`src/rtl/fetch_prefetch_unit.sv`:
```
// Instruction-fetch front end: owns the fetch PC, issues one-at-a-time memory
// requests and buffers returned words with their PCs for the IF/ID register.
module fetch_prefetch_unit #(
    parameter int unsigned DEPTH    = 4,
    parameter logic [31:0] RESET_PC = 32'h0000_0000
) (
    input  logic        clk,
    input  logic        rst,
    input  logic        redirect,
    input  logic [31:0] redirect_pc,
    input  logic        id_ready,
    output logic        imem_req,
    output logic [31:0] imem_addr,
    input  logic        imem_ack,
    input  logic [31:0] imem_rdata,
    output logic        if_valid,
    output logic [31:0] if_pc,
    output logic [31:0] if_instr
);

    localparam int PW = $clog2(DEPTH);
    localparam int CW = PW + 1;

    typedef enum logic [1:0] {IDLE, REQ, DRAIN} state_t;

    state_t         state, state_nxt;
    logic [31:0]    fetch_pc, fetch_pc_nxt;
    logic [31:0]    addr_nxt;
    logic           req_nxt;
    logic [CW-1:0]  count;
    logic [PW-1:0]  rd_ptr, wr_ptr;
    logic [31:0]    pc_mem    [DEPTH];
    logic [31:0]    instr_mem [DEPTH];

    logic           ack, push, pop, room;
    logic [CW:0]    occ;
    logic [31:0]    redir_pc;

    // Acks only mean something while a request is actually outstanding.
    assign ack      = imem_ack & imem_req;
    assign if_valid = (count != '0);
    assign if_pc    = if_valid ? pc_mem[rd_ptr]    : '0;
    assign if_instr = if_valid ? instr_mem[rd_ptr] : '0;
    assign pop      = if_valid & id_ready & ~redirect;
    assign push     = ack & (state == REQ) & ~redirect;
    assign redir_pc = redirect_pc & ~32'h3;

    // Occupancy after this edge if one more request were issued now.
    assign occ  = {1'b0, count} + {{CW{1'b0}}, push} - {{CW{1'b0}}, pop} + {{CW{1'b0}}, 1'b1};
    assign room = (occ <= (CW+1)'(DEPTH));

    always_comb begin
        state_nxt    = state;
        req_nxt      = imem_req;
        addr_nxt     = imem_addr;
        fetch_pc_nxt = fetch_pc;
        if (redirect) begin
            fetch_pc_nxt = redir_pc;
            if (state != IDLE) begin
                if (ack) begin
                    req_nxt   = 1'b0;
                    state_nxt = IDLE;
                end else begin
                    state_nxt = DRAIN;
                end
            end
        end else begin
            case (state)
                IDLE: begin
                    if (room) begin
                        req_nxt   = 1'b1;
                        addr_nxt  = fetch_pc;
                        state_nxt = REQ;
                    end
                end
                REQ: begin
                    if (ack) begin
                        fetch_pc_nxt = imem_addr + 32'd4;
                        if (room) begin
                            addr_nxt = imem_addr + 32'd4;
                        end else begin
                            req_nxt   = 1'b0;
                            state_nxt = IDLE;
                        end
                    end
                end
                DRAIN: begin
                    if (ack) begin
                        req_nxt   = 1'b0;
                        state_nxt = IDLE;
                    end
                end
                default: begin
                    req_nxt   = 1'b0;
                    state_nxt = IDLE;
                end
            endcase
        end
    end

    always_ff @(posedge clk) begin
        if (rst) begin
            state     <= IDLE;
            fetch_pc  <= RESET_PC;
            imem_req  <= 1'b0;
            imem_addr <= RESET_PC;
            count     <= '0;
            rd_ptr    <= '0;
            wr_ptr    <= '0;
        end else begin
            state     <= state_nxt;
            fetch_pc  <= fetch_pc_nxt;
            imem_req  <= req_nxt;
            imem_addr <= addr_nxt;
            if (redirect) begin
                count  <= '0;
                rd_ptr <= '0;
                wr_ptr <= '0;
            end else begin
                count <= count + {{(CW-1){1'b0}}, push} - {{(CW-1){1'b0}}, pop};
                if (push) wr_ptr <= wr_ptr + 1'b1;
                if (pop)  rd_ptr <= rd_ptr + 1'b1;
            end
        end
    end

    // FIFO payload carries no reset; validity is tracked by count alone.
    always_ff @(posedge clk) begin
        if (push) begin
            pc_mem[wr_ptr]    <= imem_addr;
            instr_mem[wr_ptr] <= imem_rdata;
        end
    end

endmodule
```
`config.mk`:
```
export PLATFORM = sky130hd
export DESIGN_NAME = fetch_prefetch_unit
export DESIGN_NICKNAME = d
export VERILOG_FILES = /design/src/rtl/fetch_prefetch_unit.sv
export SDC_FILE = /design/constraint.sdc
export NUM_CORES = 1
export LEC_CHECK = 0
export CAP_MARGIN = 40
export CORE_MARGIN = 2
export CORE_UTILIZATION = 57
export CTS_BUF_LIST = sky130_fd_sc_hd__clkbuf_4
export DETAILED_ROUTE_END_ITERATION = 6
export PLACE_DENSITY_LB_ADDON = 0.25
export SYNTH_ARGS = -nofsm -noshare
export SYNTH_HDL_FRONTEND = slang
export SYNTH_SLANG_ARGS = --single-unit
```
`constraint.sdc`:
```
create_clock -name clk -period 11.6 [get_ports clk]
set_input_delay 2.32 -clock clk [delete_from_list [all_inputs] [get_ports clk]]
set_output_delay 2.32 -clock clk [all_outputs]
set_load 0.005 [all_outputs]
```
==> run summary, run 1 <==
syn_nets -> 1,064
layout net count -> 1,255
Primary FF master, synth -> edfxtp_1
Slew @ Worst Pin -> 768 ps
post-DR wirelength/cell -> 19.7 µm
Tmin final -> 5900 ps
post-synthesis sequential area ratio -> 65.3%
WP buf/inv -> 5
register bit total from synthesis -> 332
mapped cell area -> 14,100 µm²
CP max-delay cell -> nor2_1
outcome -> finished clean
row count -> 57
clk_skew -> 44.0 ps
CTS tree -> done
synthesized netlist cell count -> 983
largest net degree at the start of global routing -> 66
pre-CTS setup slack -> 5050 ps
first-pass GRT wire length -> 48.9 mm
share of layout cells above drive strength 1 -> 19.6%
Post-synth EDFFs -> 256
FMAX -> 170 MHz
placed cell count -> 1,415
First-pass DRT Iterations -> 5
CP Capture Type -> flip-flop
most common cell after layout, fill and taps aside -> edfxtp_1
VDD IR max -> 0.0736 mV
Worst path depth -> 14
die footprint -> 26,000 µm²
Worst Path Max Fanout -> 54
WL final -> 31.0 mm
CTS Buf Count -> 81
gpl congestion -> 0.842
die width -> 161 µm
initial antenna violation count -> 1
cts hold-fix bufs -> 0
Avg Cell Area, Syn -> 14.3 µm²
final setup TNS -> 0 ps
Synth async-reset ratio -> 0%
post-synth cell types -> 69
cell family with most CP delay -> buffers and inverters
class of the worst hold path -> flip-flop to flip-flop
number of fillers in the final layout -> 1,617
PnR Total Power -> 2420 µW
post-DP HPWL -> 18.8 mm
Via Count -> 9,147
R2R depth -> 13
synthesis-to-finish area growth -> 22.0%
worst endpoint required time -> 12,160 ps
RSZ-0062 raised after global routing -> no
most frequent cells in the layout -> edfxtp_1 (256), clkdlybuf4s50_1 (163), clkbuf_4 (130)
Final Cycle Share -> 50.9%
clock tree buffer depth -> 3
max incr delay on CP -> 670 ps
Worst-Skew Late Latency -> 690 ps
Post-DRT Antenna Nets -> 0
I/O pin total -> 167
final setup violation count -> 0
YS warnings -> 0
Die Ht -> 161 µm
All-Layer GR Usage -> 24.3%
total of max-cap violations -> 0
final hold violations -> 0
root buffer cell -> clkbuf_4
power density over the cells -> 141 nW/µm²
crit-path cells -> clkdlybuf4s50_1 -> buf_4 -> nor2_1 -> inv_1 -> fa_1 -> inv_1 -> ha_1 -> ha_1 -> or2_2 -> a21oi_1 -> o21a_1 -> buf_8 -> o21ai_0 -> a32o_1
initial DRC count -> 873
Port Buffers -> 164
clock transition at the registers of the reported paths -> 70 ps
H-tree depth -> 3
Lkg Pwr -> 0.00585 µW
Final Worst Setup Slack -> 5700 ps
post-route insts no fill -> 1,569
DRC errors left -> 0
startpoint class of the critical path -> input port
core footprint -> 24,300 µm²
vias in the first global route -> 9,057
worst relative slew slack -> 48.6%
Initial Util -> 58.0%
hold depth -> 2
total grt overflow -> 0
Arr. time, crit path -> 6450 ps
critical path type -> input port to flip-flop
max-slew violations -> 0
# clock sinks -> 332
average via count per standard cell -> 5.83
postcts setup bufs -> 0
# resized after CTS -> 0
## layout make-up
class                      instances  area (µm²)  area share [%]
inverter                          15        56.3           0.327
clock inverter                    21         126           0.734
sequential                       332        9220            53.6
timing repair buffer             181        1870            10.9
antenna                            3        7.51          0.0436
tap                              324         405            2.36
multi-input combinational        563        4550            26.4
clock buffer                     130         976            5.67
## logic make-up after synthesis
kind of cell             synth area share, %
AO/OA/AOI/OAI                           7.32
XOR/XNOR                                1.49
adder cells (fa/ha/maj)                 1.17
buffers and inverters                   2.55
flip-flops                              65.3
multiplexers                            10.6
AND/OR/NAND/NOR                         11.6
## state kept, by name, indices dropped and copies added, names as in the netlist, named ones only
name,count
instr_mem,128
pc_mem,128
fetch_pc,32
imem_addr,32
count,3
rd_ptr,2
state,2
wr_ptr,2
imem_req,1
## worst register-to-register path, delay by kind of cell, from the launching register on
family / cells / cell delay, ps
adder cells (fa/ha/maj): 3 / 850
AND/OR/NAND/NOR: 3 / 1090
buffers and inverters: 3 / 510
AO/OA/AOI/OAI: 4 / 1070
flip-flops: 1 / 490
## power breakdown
part / total [µW] / switching, µW / internal (µW)
Combinational: 120 / 61.1 / 58.8
Sequential: 1310 / 23.5 / 1290
Clock: 984 / 450 / 534
## per-stage QoR
step / hold slack [ps] / utilization, % / area [µm²]
5_1_grt: 488 / 70.8 / 17200
3_5_place_dp: 456 / 66.2 / 16100
6_report: 464 / 70.8 / 17200
4_1_cts: 465 / 70.7 / 17200
2_1_floorplan: 436 / - / 14100
3_3_place_gp: 441 / 65.5 / 15900
## worst paths after layout
path	from	endpoint	slack [ps]
max reg2reg	state[0]$_SDFFE_PP0P_	imem_addr[15]$_SDFFE_PP0P_	7460
min reg2reg	fetch_pc[0]$_SDFFE_PP0N_	fetch_pc[0]$_SDFFE_PP0N_	460
min	fetch_pc[0]$_SDFFE_PP0N_	fetch_pc[0]$_SDFFE_PP0N_	460
max	redirect	imem_addr[15]$_SDFFE_PP0P_	5700
## Yosys cell counts (10+ instances only)
cell type,number,area (µm²)
a21oi_1,51,255
o21ai_0,27,135
edfxtp_1,256,7690
nand3_1,21,105
xor2_1,10,87.6
nand2_1,79,297
mux4_2,64,1440
clkbuf_1,50,188
inv_1,15,56.3
xnor2_1,14,123
nor2_1,58,218
nand4_1,13,81.3
ha_1,10,125
buf_2,13,65.1
and2_1,70,438
dfxtp_1,76,1520
## per-layer routing
metal,share of wire [%],wire [µm],up-vias,global-route usage [%]
met5,0,0,-,0
met4,1.5,455,0,8.16
met3,7.5,2320,46,4.70
met2,49,15200,385,39.2
met1,42,13000,4507,33.8
li1,-,-,4209,-
Power figures use the tool's default switching activity.
==> run 2: changes to the inputs <==
- clock period: 11.6 -> 5.7 ns (I/O delays scaled with it)
==> run 2 against run 1 <==
Against the previous run:
- via count hardly changed
- clock-buffer cell count decreased by 4
- die area unchanged
- worst setup slack lost 4100 ps
- register-to-register slack worse by 5200 ps
- combinational power grew 100%
- critical path depth down 10
- utilization is essentially flat
- sequential share of layout area about the same
- global-route usage decreased by 0.28 points
- routed wire length down 0.62%
- sequential power is 100% higher
- critical path type is now flip-flop to primary output
- highest routed layer unchanged
==> run summary, run 2 (same netlist as run 1, synthesis figures left out) <==
clock tree buffer depth -> 3
Arr. time, crit path -> 2950 ps
final setup violation count -> 0
Port Buffers -> 164
synthesis-to-finish area growth -> 22.0%
most common cell after layout, fill and taps aside -> edfxtp_1
total grt overflow -> 0
VDD IR max -> 0.157 mV
Die Ht -> 161 µm
Hold Crit Start -> fetch_pc[1]$_SDFFE_PP0N_
vias in the first global route -> 9,064
DRC errors left -> 0
pre-CTS setup slack -> 1130 ps
Worst Path Max Fanout -> 46
layout net count -> 1,259
I/O pin total -> 167
Post-Route Utilization -> 70.7%
average via count per standard cell -> 5.87
cts hold-fix bufs -> 0
PnR Total Power -> 4930 µW
worst endpoint required time -> 4560 ps
post-route insts no fill -> 1,560
die width -> 161 µm
H-tree depth -> 3
final setup TNS -> 0 ps
critical path type -> flip-flop to primary output
share of layout cells above drive strength 1 -> 19.4%
All-Layer GR Usage -> 24.0%
R2R depth -> 14
placed cell count -> 1,416
CTS Buf Count -> 84
Final Cycle Share -> 71.8%
root buffer cell -> clkbuf_4
RSZ-0062 raised after global routing -> no
total of max-cap violations -> 0
worst relative slew slack -> 36.7%
initial DRC count -> 888
post-DP HPWL -> 18.6 mm
clock transition at the registers of the reported paths -> 70 ps
die footprint -> 26,000 µm²
startpoint class of the critical path -> flip-flop
Via Count -> 9,153
postcts setup bufs -> 0
Tmin final -> 4090 ps
clk_skew -> 38.0 ps
max-slew violations -> 0
core footprint -> 24,300 µm²
post-DR wirelength/cell -> 19.7 µm
CTS tree -> done
largest net degree at the start of global routing -> 66
FMAX -> 244 MHz
area taken by multi-input logic gates -> 4550 µm²
Final Worst Setup Slack -> 1610 ps
# clock sinks -> 332
CP Capture Type -> primary output
hold depth -> 2
outcome -> finished clean
number of fillers in the final layout -> 1,672
Post-DRT Antenna Nets -> 0
class of the worst hold path -> flip-flop to flip-flop
power density over the cells -> 286 nW/µm²
gpl congestion -> 0.872
Initial Util -> 58.0%
area occupied by registers -> 9220 µm²
launch point of the worst reg-to-reg path -> state[0]$_SDFFE_PP0P_
Worst-Skew Late Latency -> 690 ps
row count -> 57
Slew @ Worst Pin -> 947 ps
most frequent cells in the layout -> edfxtp_1 (256), clkdlybuf4s50_1 (163), clkbuf_4 (126)
# resized after CTS -> 0
biggest regs -> instr_mem x128, pc_mem x128
WL final -> 30.8 mm
First-pass DRT Iterations -> 5
Lkg Pwr -> 0.00584 µW
initial antenna violation count -> 1
first-pass GRT wire length -> 48.4 mm
final hold violations -> 0
==> run 2: cell types whose count changed in the layout (fill, tap and decap cells not counted) <==
cell	previous run	this run
bufinv_16	1	2
buf_4	11	12
clkinv_4	2	3
clkinv_1	12	8
clkinv_2	3	2
buf_12	0	1
diode_2	3	1
inv_2	1	0
clkbuf_4	130	126
buf_8	1	0
==> run 2: final cells by class <==
class,instances,share of cell area [%]
diodes,1,0.0145
clock buffers,126,5.50
clock inverters,17,0.822
inverters,15,0.327
multi-input cells,563,26.4
flip-flops and latches,332,53.6
well taps,324,2.36
repair buffers,182,11.0
==> run 2: final timing paths <==
path / end / slack (ps)
max reg2reg: imem_addr[15]$_SDFFE_PP0P_ / 2260
max: if_instr[1] / 1610
min: fetch_pc[1]$_SDFFE_PP0N_ / 450
min reg2reg: fetch_pc[1]$_SDFFE_PP0N_ / 450
==> run 2: stage by stage <==
stage          hold WS (ps)  area (µm²)
2_1_floorplan           436       14100
3_3_place_gp            442       16000
3_5_place_dp            446       16100
4_1_cts                 454       17200
5_1_grt                 471       17200
6_report                453       17200
==> run 2: routing by layer <==
metal	vias to the layer above	track usage, %	part of all wire [%]
li1	4202	-	-
met1	4547	33.5	43
met2	366	38.9	49
met3	38	4.39	6.5
met4	0	8.04	1.5
met5	-	0	0
==> run 2: worst max-delay path: stages (launching register included) <==
cell and delay [ps]:
dfxtp_4 800, buf_4 410, mux4_2 350, and2_1 210, clkdlybuf4s50_1 460
==> run 2: report_power, final <==
group | switching, µW | internal, µW | leakage, µW
clock network | 911 | 1100 | 0.000641
registers | 47.3 | 2630 | 0.00307
logic | 124 | 118 | 0.00213
